--- config.mk ---
export PLATFORM = sky130hd
export DESIGN_NAME = mem_arbiter
export DESIGN_NICKNAME = d
export VERILOG_FILES = /design/src/rtl/mem_arbiter.sv
export SDC_FILE = /design/constraint.sdc
export NUM_CORES = 1
export LEC_CHECK = 0
export CAP_MARGIN = 20
export CORE_AREA = 5 5 134 136
export CTS_CLUSTER_SIZE = 30
export DETAILED_ROUTE_END_ITERATION = 12
export DIE_AREA = 0 0 139 141
export PLACE_DENSITY = 0.85
export SETUP_SLACK_MARGIN = 0.15
export SLEW_MARGIN = 20
export SYNTH_ARGS = -nofsm -noshare
export SYNTH_HDL_FRONTEND = slang
export SYNTH_SLANG_ARGS = --single-unit
--- constraint.sdc ---
create_clock -name clk -period 2.75 [get_ports clk]
set_input_delay 0.55 -clock clk [delete_from_list [all_inputs] [get_ports clk]]
set_output_delay 0.55 -clock clk [all_outputs]
set_load 0.005 [all_outputs]
--- src/rtl/mem_arbiter.sv ---
`default_nettype none
// ---------------------------------------------------------------------------
// mem_arbiter : fetch/load-store arbiter for a shared memory, 2-cycle read
// Revision 1.0
// ---------------------------------------------------------------------------
module mem_arbiter #(
  parameter int unsigned MEM_SIZE     = 1 << 16,
  parameter int unsigned STARVE_LIMIT = 4
) (
  input  logic        clk,
  input  logic        rst_n,
  input  logic        i_req,
  input  logic [31:0] i_addr,
  output logic        i_gnt,
  output logic        i_rvalid,
  output logic [31:0] i_rdata,
  output logic        i_err,
  input  logic        d_req,
  input  logic        d_we,
  input  logic [31:0] d_addr,
  input  logic [31:0] d_wdata,
  output logic        d_gnt,
  output logic        d_rvalid,
  output logic [31:0] d_rdata,
  output logic        d_err,
  output logic [31:0] mem_raddr,
  input  logic [31:0] mem_rdata,
  output logic [31:0] mem_waddr,
  output logic [31:0] mem_wdata,
  output logic        mem_wen
);

  localparam logic [31:0] C_MEM_SIZE     = 32'(MEM_SIZE);
  localparam logic [7:0]  C_STARVE_LIMIT = 8'(STARVE_LIMIT);

  logic [7:0]  r_starve;
  logic        r_s1_valid;
  logic        r_s1_port;
  logic        r_s1_err;
  logic        r_i_rvalid;
  logic        r_d_rvalid;
  logic        r_i_err;
  logic        r_d_err;
  logic [31:0] r_i_rdata;
  logic [31:0] r_d_rdata;
  logic [31:0] r_mem_raddr;
  logic [31:0] r_mem_waddr;
  logic [31:0] r_mem_wdata;
  logic        r_mem_wen;

  logic        w_starved;
  logic        w_i_gnt;
  logic        w_d_gnt;
  logic        w_acc;
  logic [31:0] w_addr;
  logic        w_oor;
  logic        w_store;
  logic        w_rd;
  logic        w_wr;
  logic        w_rsp;

  // Fetch overrides the data port only once it has been denied long enough.
  assign w_starved = (r_starve == C_STARVE_LIMIT);
  assign w_i_gnt   = rst_n & i_req & (~d_req | w_starved);
  assign w_d_gnt   = rst_n & d_req & ~w_i_gnt;
  assign w_acc     = w_i_gnt | w_d_gnt;
  assign w_addr    = w_i_gnt ? i_addr : d_addr;
  assign w_oor     = (w_addr >= C_MEM_SIZE);
  assign w_store   = w_d_gnt & d_we;
  assign w_rd      = w_acc & ~w_store & ~w_oor;
  assign w_wr      = w_store & ~w_oor;
  assign w_rsp     = w_acc & (~w_store | w_oor);

  always_ff @(posedge clk or negedge rst_n) begin
    if (!rst_n) begin
      r_starve    <= 8'd0;
      r_s1_valid  <= 1'b0;
      r_s1_port   <= 1'b0;
      r_s1_err    <= 1'b0;
      r_i_rvalid  <= 1'b0;
      r_d_rvalid  <= 1'b0;
      r_i_err     <= 1'b0;
      r_d_err     <= 1'b0;
      r_i_rdata   <= 32'd0;
      r_d_rdata   <= 32'd0;
      r_mem_raddr <= 32'd0;
      r_mem_waddr <= 32'd0;
      r_mem_wdata <= 32'd0;
      r_mem_wen   <= 1'b0;
    end else begin
      if (w_i_gnt) begin
        r_starve <= 8'd0;
      end else if (i_req && !w_starved) begin
        r_starve <= r_starve + 8'd1;
      end

      r_mem_wen <= w_wr;
      if (w_wr) begin
        r_mem_waddr <= d_addr;
        r_mem_wdata <= d_wdata;
      end
      if (w_rd) begin
        r_mem_raddr <= w_addr;
      end

      // Stage 1: port id 1 = data port; in-range stores never enter.
      r_s1_valid <= w_rsp;
      r_s1_port  <= w_d_gnt;
      r_s1_err   <= w_oor;

      r_i_rvalid <= r_s1_valid & ~r_s1_port;
      r_d_rvalid <= r_s1_valid & r_s1_port;
      r_i_err    <= r_s1_valid & ~r_s1_port & r_s1_err;
      r_d_err    <= r_s1_valid & r_s1_port & r_s1_err;
      if (r_s1_valid && !r_s1_port) begin
        r_i_rdata <= r_s1_err ? 32'd0 : mem_rdata;
      end
      if (r_s1_valid && r_s1_port) begin
        r_d_rdata <= r_s1_err ? 32'd0 : mem_rdata;
      end
    end
  end

  assign i_gnt     = w_i_gnt;
  assign d_gnt     = w_d_gnt;
  assign i_rvalid  = r_i_rvalid;
  assign i_rdata   = r_i_rdata;
  assign i_err     = r_i_err;
  assign d_rvalid  = r_d_rvalid;
  assign d_rdata   = r_d_rdata;
  assign d_err     = r_d_err;
  assign mem_raddr = r_mem_raddr;
  assign mem_waddr = r_mem_waddr;
  assign mem_wdata = r_mem_wdata;
  assign mem_wen   = r_mem_wen;

endmodule
`default_nettype wire

After elaboration in Yosys (flattened, before gate mapping):

Cells that the tools add are included.

* add/sub/neg operators: 1
* multipliers: 0
* divide/modulo/power cells: 0
* $lt $le $gt $ge: 1
* equal/unequal tests: 1
* shifts and indexed selects: 0
* muxes and demuxes: 4
* bitwise operators: 21
* reductions and logical operators: 6

Operators by type and width (count)
* two-way mux 32 bit: 2
* >= comparator 32 x 17 -> 1 bit, second input constant: 1
* two-way mux 8 bit: 2
* bitwise AND 1 bit: 13
* adder 8 x 1 -> 8 bit, second input constant: 1
* == test 8 x 3 -> 1 bit, second input constant: 1
* inverter 1 bit: 5
* logical AND 1 bit: 3
* bitwise OR 1 bit: 3
* logical NOT 1 bit: 2
* nonzero test 2 bit: 1

* flip-flop bits (word level): 176
* latch bits: 0
* memory bits (writable): 0
* bits in read-only memories: 0
* bits of input ports: 133
* output and inout bits: 167
* logic and storage cells: 48
* memories kept: 0

Depth between registers and ports, before layout:

Gate-level depths: netlist of run 1.

* word-level depth: 9
* mapped depth: 8
* mapped depth without buffers: 7

Least setup slack after synthesis of run 1:

No wires, ideal clock.

* path kind: reg2reg
* start point: register r_starve[0]
* end point: register r_mem_raddr[10] (netlist: mem_raddr[10])
* library setup time: 0.125 ns
* data arrival time: 2.018 ns
* data required time: 2.625 ns
* path slack: 0.607 ns
* stages on the path, launching flop included: 9
* path buffers: 1
* period minus slack after synthesis: 2.143 ns
* cells stage by stage: dfrtp_1 inv_1 ha_1 nor4b_4 nand2_2 a21oi_2 buf_6 mux2_2 mux2_4

* word-level cells in the longest chain between the ends: 9
* elaborated cells on any way between the ends: 13
* classes of those cells: 1 x order compare; 1 x eq/ne; 1 x mux; 10 x bitwise

RTL lines
* start, declared: RTL line 36 `logic [7:0] r_starve;`
* start signal, assigned: RTL line 94 `r_starve <= r_starve + 8'd1;`
* == test 8 x 3 -> 1 bit (*): RTL line 63 `assign w_starved = (r_starve == C_STARVE_LIMIT);`
* bitwise OR 1 bit (*): RTL line 64 `assign w_i_gnt = rst_n & i_req & (~d_req | w_starved);`
* bitwise AND 1 bit (*): RTL line 64
* branches (longest 6 deep; another with >= comparator 32 x 17 -> 1 bit)
* end signal, assigned: RTL line 103 `r_mem_raddr <= w_addr;`
* end, declared: RTL line 46 `logic [31:0] r_mem_raddr;`

Mark *: on every way between the ends.
A chain may end at the register's enable or synchronous reset.

Worst setup path after layout of run 1:

* start point: register r_starve[0]
* end point: output port i_gnt

* word-level cells in the longest chain between the ends: 3

RTL lines
* == test 8 x 3 -> 1 bit: RTL line 63
* bitwise OR 1 bit: RTL line 64
* bitwise AND 1 bit: RTL line 64
* end, declared: RTL line 14 `output logic i_gnt,`

No other way between the ends.

==> summary.txt, run 1 <==
Syn_area_per_cell - 12.6 um^2
Nature of the critical path endpoint - output port
Post-Synthesis Cell Area - 6800 um^2
Max Fclk - 403 MHz
Clock power frac - 43.7%
Max cap viols - 0
Tmin final - 2.48 ns
Place WS - 0.181 ns
Worst skew pair latency - 0.43 ns
Via count - 5127
Ys async rst share - 100%
Post-layout net count - 980
Comb pwr share - 9.4%
Antenna diode count - 0
Mapped Nets - 674
Clock skew - 0.0103 ns
Slowest stage delay, CP - 0.42 ns
Post-DP Area - 10100 um^2
Share of cells above drive strength 1 - 16.1%
Seq cells post-synth - 176
Hold Crit Class - in2async
Total CTS buffers - 17
Worst setup SP type - flop
Die X - 139 um
Reg clk slew, reported paths - 0.06 ns
Port Buffers - 299
Final worst path period share - 90.3%
Final setup violation count - 0
DRC viols - 0
Leakage power - 4.84 nW
Dominant cells by area after synthesis - dfrtp_1 65%, mux2_2 11%, nand2_1 5.6%
Final Slew Violations - 0
Synth warnings - 0
RD Place Congestion - 0.786
Outcome - finished clean
Worst Path Arrival - 1.93 ns
Peak VDD IR - 0.391 mV
TritonRoute pass-1 iters - 4
Post-synth top area share - 64.8%
Critical path's slowest cell - dfrtp_1
Initial DRC Count - 203
DR WL/cell - 16.9 um
Final Cell Area - 10700 um^2
Required time of the critical path - 2.20 ns
Antenna violations before repair - 0
RSZ-0062 raised after global routing - false
CP delay by family, top - flip-flops
Sequential share of the synthesized area - 64.8%
Starting density of the core - 40.4%
Die H - 141 um
Worst setup path class - reg2out
Critical path depth in cells - 6
Reg2reg path depth - 8
CTS H-tree lvls - 4
Layout area overhead - 57.4%
WP buf/inv - 2
DP Cell Count - 1050
Yosys cell types - 32
Total track usage - 18.8%
Boundary pin count - 300
Primary FF master, synth - dfrtp_1
PD cells - 532 nW/um^2
Number of flops mapped to enable cells by yosys - 0
DP HPWL - 13500 um
Psw - 1.28 mW
Detailed Route WL - 18300 um
Switching share of power - 22.5%
Non-filler cells, final - 1081
Worst slew pin tran - 0.932 ns
CTS root buffer - clkbuf_16
Leading area contributor after synthesis - dfrtp_1
Hold Vio Cnt, Final - 0
Final ANT Viol Nets - 0
Vias in the first global route - 5454
CTS tree - built
Via-to-Cell Ratio - 4.74
Most common cell in the netlist - dfrtp_1
# clock sinks - 176
Total Neg Setup Slack - 0 ns
Global-route wire length before repair - 29100 um
CP max FO - 4
Rows - 48
Crit path cell chain - inv_1, ha_1, nor4b_4, nand2_2, a21oi_2, dlygate4sd2_1
Sequential fraction of design power - 46.9%
Core ar. - 16800 um^2
Largest net degree at the start of global routing - 77
Clock Tree Buf Depth - 2
Post-Synthesis Cells - 539
Final Worst Setup Slack - 0.268 ns
Internal - 4.41 mW
Final hold slack - 0.216 ns
Gr ovfl total - 0
Slew headroom - 37.8%
Most frequent cells after synthesis - 176 x dfrtp_1, 101 x nand2_1, 66 x mux2_2
Die Area - 19600 um^2
-- flip-flops by register name (all words and copies together), names as in the netlist --
register	flops
mem_raddr	32
i_rdata	32
r_s1_err	1
i_rvalid	1
r_starve	8
d_err	1
mem_waddr	32
mem_wdata	32
mem_wen	1
d_rdata	32
r_s1_valid	1
r_s1_port	1
i_err	1
d_rvalid	1
-- layout by cell type, fill, tap and decap left out, types with 2 or more instances in the layout --
master and instances:
dlygate4sd2_1 2, mux2_2 66, and2_1 32, inv_1 5
clkbuf_8 2, clkdlybuf4s50_1 296, o21ai_0 64, a31oi_4 2
clkinvlp_4 4, ha_1 2, o211a_1 2, nor2_1 12
nand4_1 5, and3_1 2, mux2_4 14, xor2_1 6
dfrtp_1 176, bufinv_16 3, nand2_2 2, nand2_1 100
buf_4 16, inv_6 3, clkbuf_16 17, nor4_1 8
-- power by group through the flow --
stage / logic, mW / registers (mW) / clock network, mW
6_report: 0.533 / 2.67 / 2.49
5_1_grt: 0.588 / 2.68 / 2.67
4_1_cts: 0.539 / 2.67 / 2.54
3_5_place_dp: 0.516 / 2.72 / 0
3_3_place_gp: 0.508 / 2.72 / 0
2_1_floorplan: 0.187 / 2.72 / 0
-- routing by layer --
metal / routed length, um / vias to the layer above / share of wire, % / GRT usage, %
li1: - / 2422 / - / -
met1: 7140 / 2470 / 39 / 21.9
met2: 9140 / 214 / 50 / 32.1
met3: 1780 / 21 / 9.7 / 7.50
met4: 224 / 0 / 1.2 / 5.46
met5: 0 / - / 0 / 0
-- cell type report --
cell class,count,area (um^2)
clock inverters,11,155
clock buffers,19,453
well taps,225,282
flip-flops and latches,176,4400
inverters,6,22.5
fillers,1299,6110
multi-input cells,328,2260
repair buffers,316,3130
-- path summary, 6_finish.rpt --
kind                                  start           end  slack [ns]
worst max-delay path            r_starve[0]         i_gnt        0.27
worst min-delay path                  rst_n   i_rdata[14]        0.22
worst max register to register  r_starve[0]  mem_raddr[9]        0.38
worst min register to register  i_rdata[30]   i_rdata[30]        0.48
max in group asynchronous             rst_n      d_rvalid        1.20
min in group clk                i_rdata[30]   i_rdata[30]        0.48
-- cells by family after synthesis --
kind of cell             count (synthesis)  synth area share [%]
adder cells (fa/ha/maj)                  2                 0.368
XOR/XNOR                                 7                 0.902
multiplexers                            80                  14.0
buffers and inverters                   35                  2.50
flip-flops                             176                  64.8
AND/OR/NAND/NOR                        167                  11.6
AO/OA/AOI/OAI                           72                  5.87
-- metrics by stage --
stage | power, mW | utilization [%]
4_1_cts | 5.75 | 63.6
3_5_place_dp | 3.24 | 59.9
6_report | 5.70 | 63.7
5_1_grt | 5.94 | 63.7
3_3_place_gp | 3.23 | 59.9
2_1_floorplan | 2.90 | -
-- repair_timing --
item,in CTS,in global routing
endpoints found under the setup margin,2,0
setup buffers,1,0
hold buffers,0,0
gates resized for setup,3,0
No activity file was read; power rests on OpenSTA's default activity.
==> run 2: changes to the inputs <==
--- a/config.mk
+++ b/config.mk
@@ -6,11 +6,13 @@
 export NUM_CORES = 1
 export LEC_CHECK = 0
 export CAP_MARGIN = 20
-export CORE_AREA = 5 5 134 136
+export CELL_PAD_IN_SITES_DETAIL_PLACEMENT = 1
+export CELL_PAD_IN_SITES_GLOBAL_PLACEMENT = 1
+export CORE_AREA = 5 5 160 162
 export CTS_CLUSTER_SIZE = 30
 export DETAILED_ROUTE_END_ITERATION = 12
-export DIE_AREA = 0 0 139 141
-export PLACE_DENSITY = 0.85
+export DIE_AREA = 0 0 165 167
+export PLACE_DENSITY = 0.81
 export SETUP_SLACK_MARGIN = 0.15
 export SLEW_MARGIN = 20
 export SYNTH_ARGS = -nofsm -noshare
==> constraint.sdc (replaced) <==
create_clock -name clk -period 2.1 [get_ports clk]
set_input_delay 0.42 -clock clk [delete_from_list [all_inputs] [get_ports clk]]
set_output_delay 0.42 -clock clk [all_outputs]
set_load 0.005 [all_outputs]
==> summary.txt, run 2 (synthesized netlist as in run 1, its figures left out) <==
Outcome - complete, but fails checks
Failing checks - negative setup slack
Peak VDD IR - 0.411 mV (+5.3%)
Clock Tree Buf Depth - 2 (unchanged)
Non-filler cells, final - 1210 (+12%)
Filler instances - 2552 (+96%)
Layout area overhead - 66.3%
Leakage power - 5.14 nW (+6.0%)
Total CTS buffers - 17 (unchanged)
Slew headroom - 34.2% (-3.6 points)
Share of cells above drive strength 1 - 19.5% (+3.4 points)
PD cells - 659 nW/um^2 (+24%)
Port Buffers - 299 (unchanged)
RD Place Congestion - 0.741 (-5.8%)
CTS root buffer - clkbuf_16
Die X - 165 um (+19%)
Global-route wire length before repair - 34700 um (+19%)
Hold Crit Class - in2async
Commonest non-fill, non-tap cell in the layout - clkdlybuf4s50_1
Reg2reg path depth - 10 (+2)
Critical path's slowest cell - dfrtp_1
Crit path cell chain - inv_2, ha_1, nor4b_4, buf_4, a31oi_4, buf_6, nand3_4, buf_8, buf_12, mux2_2
Antenna violations before repair - 0 (unchanged)
Total track usage - 16.2% (-2.5 points)
DP HPWL - 16000 um (+18%)
Slowest stage delay, CP - 0.39 ns (-0.03 ns)
Die Area - 27600 um^2 (+41%)
Max cap viols - 0 (unchanged)
CP max FO - 12 (+8)
Final Worst Setup Slack - -0.0929 ns (-0.361 ns)
Worst slew pin tran - 0.987 ns (+0.0545 ns)
Post-layout net count - 1008 (+2.9%)
Final Cell Area - 11300 um^2 (+5.7%)
Vias in the first global route - 6043 (+11%)
Starting density of the core - 28.4% (-12 points)
Clock skew - 0.0252 ns (+0.0148 ns)
DP Cell Count - 1159 (+10%)
Reg clk slew, reported paths - 0.08 ns (+0.02 ns)
Post-DP Area - 10300 um^2 (+2.7%)
Max Fclk - 456 MHz
Worst Path Arrival - 2.50 ns (+0.57 ns)
# clock sinks - 176 (unchanged)
Worst skew pair latency - 0.43 ns (about the same)
Most frequent cells in the layout - 296 x clkdlybuf4s50_1, 176 x dfrtp_1, 100 x nand2_1
RSZ-0062 raised after global routing - true
CTS Hold Buffers Added - 0 (unchanged)
Detailed Route WL - 23000 um (+26%)
Initial DRC Count - 269 (+33%)
Worst setup SP type - flop
Core ar. - 24000 um^2 (+43%)
TritonRoute pass-1 iters - 4 (unchanged)
Die H - 167 um (+18%)
Place WS - -0.286 ns (-0.467 ns)
Hold Vio Cnt, Final - 0 (unchanged)
DR WL/cell - 19.0 um (+12%)
Nature of the critical path endpoint - flop
CTS H-tree lvls - 4 (unchanged)
Required time of the critical path - 2.40 ns (+0.20 ns)
Via count - 5359 (+4.5%)
Gr ovfl total - 0 (unchanged)
Antenna diode count - 0 (unchanged)
Final Slew Violations - 0 (unchanged)
Final setup violation count - 60 (+60)
DRC viols - 0 (unchanged)
Via-to-Cell Ratio - 4.43 (-6.6%)
Final worst path period share - 104%
Worst setup path class - reg2reg
Tmin final - 2.19 ns
Total Neg Setup Slack - -2.67 ns (-2.67 ns)
Boundary pin count - 300 (unchanged)
Rows - 57 (+19%)
Final hold slack - 0.0837 ns (-0.132 ns)
CTS tree - built
Final ANT Viol Nets - 0 (unchanged)
Largest net degree at the start of global routing - 74 (-3.9%)
run 2: changes by cell type in the layout (fill, tap and decap cells not counted), moves of 3 or more:
cell / change
mux2_2: -22
mux2_4: +22
buf_4: +8
buf_12: +7
buf_6: +6
and2_1: -4
and2_4: +4
buf_16: +3
bufinv_16: -3
clkbuf_16: +3
inv_8: +3
run 2: what timing repair did:
item | 4_1_cts | 5_1_grt
hold endpoints to repair | 0 | 0
gates resized for setup | 31 | 19
gates cloned | 3 | 4
setup buffers | 10 | 2
pin swaps | 1 | 1
endpoints found under the setup margin | 83 | 100
run 2: worst paths after layout:
check,from,end,slack (ns)
min in group clk,d_rdata[19],d_rdata[19],0.48
worst min-delay path,rst_n,mem_waddr[18],0.08
worst min register to register,d_rdata[19],d_rdata[19],0.48
worst max register to register,r_starve[1],mem_wdata[10],-0.09
worst max-delay path,r_starve[1],mem_wdata[10],-0.09
max in group asynchronous,rst_n,mem_waddr[0],0.62
run 2: per-stage QoR:
step                util, %  power [mW]
CTS                    46.5        7.52
detailed placement     43.2        4.35
global placement       43.2        4.32
finish                 47.2        7.45
global route           47.2        7.80
floorplan                 -        3.80
run 2: cell type report:
class / instances / area, um^2 / area share, %
Clock buffer: 19 / 433 / 3.83
Clock inverter: 13 / 121 / 1.07
Inverter: 6 / 22.5 / 0.199
Multi-Input combinational cell: 328 / 2360 / 20.9
Sequential cell: 176 / 4400 / 38.9
Tap cell: 324 / 405 / 3.58
Timing Repair Buffer: 344 / 3560 / 31.5
run 2: metal layers:
| layer | vias up | wire length (um) | global-route usage (%) |
|---|---|---|---|
| met5 | - | 0 | 0 |
| met2 | 210 | 11700 | 28.2 |
| met3 | 27 | 1950 | 6.23 |
| li1 | 2469 | - | - |
| met1 | 2653 | 8990 | 18.4 |
| met4 | 0 | 357 | 4.41 |
run 2: report_power, final:
part / switching [mW] / total, mW / internal, mW
Clock: 1.50 / 3.07 / 1.57
Sequential: 0.0366 / 3.48 / 3.45
Combinational: 0.388 / 0.897 / 0.509
run 2: critical path, delay by kind of cell (launching register included):
family,cells,cell delay [ns]
AO/OA/AOI/OAI,1,0.09
flip-flops,1,0.39
buffers and inverters,5,0.72
AND/OR/NAND/NOR,2,0.36
multiplexers,1,0.35
adder cells (fa/ha/maj),1,0.14
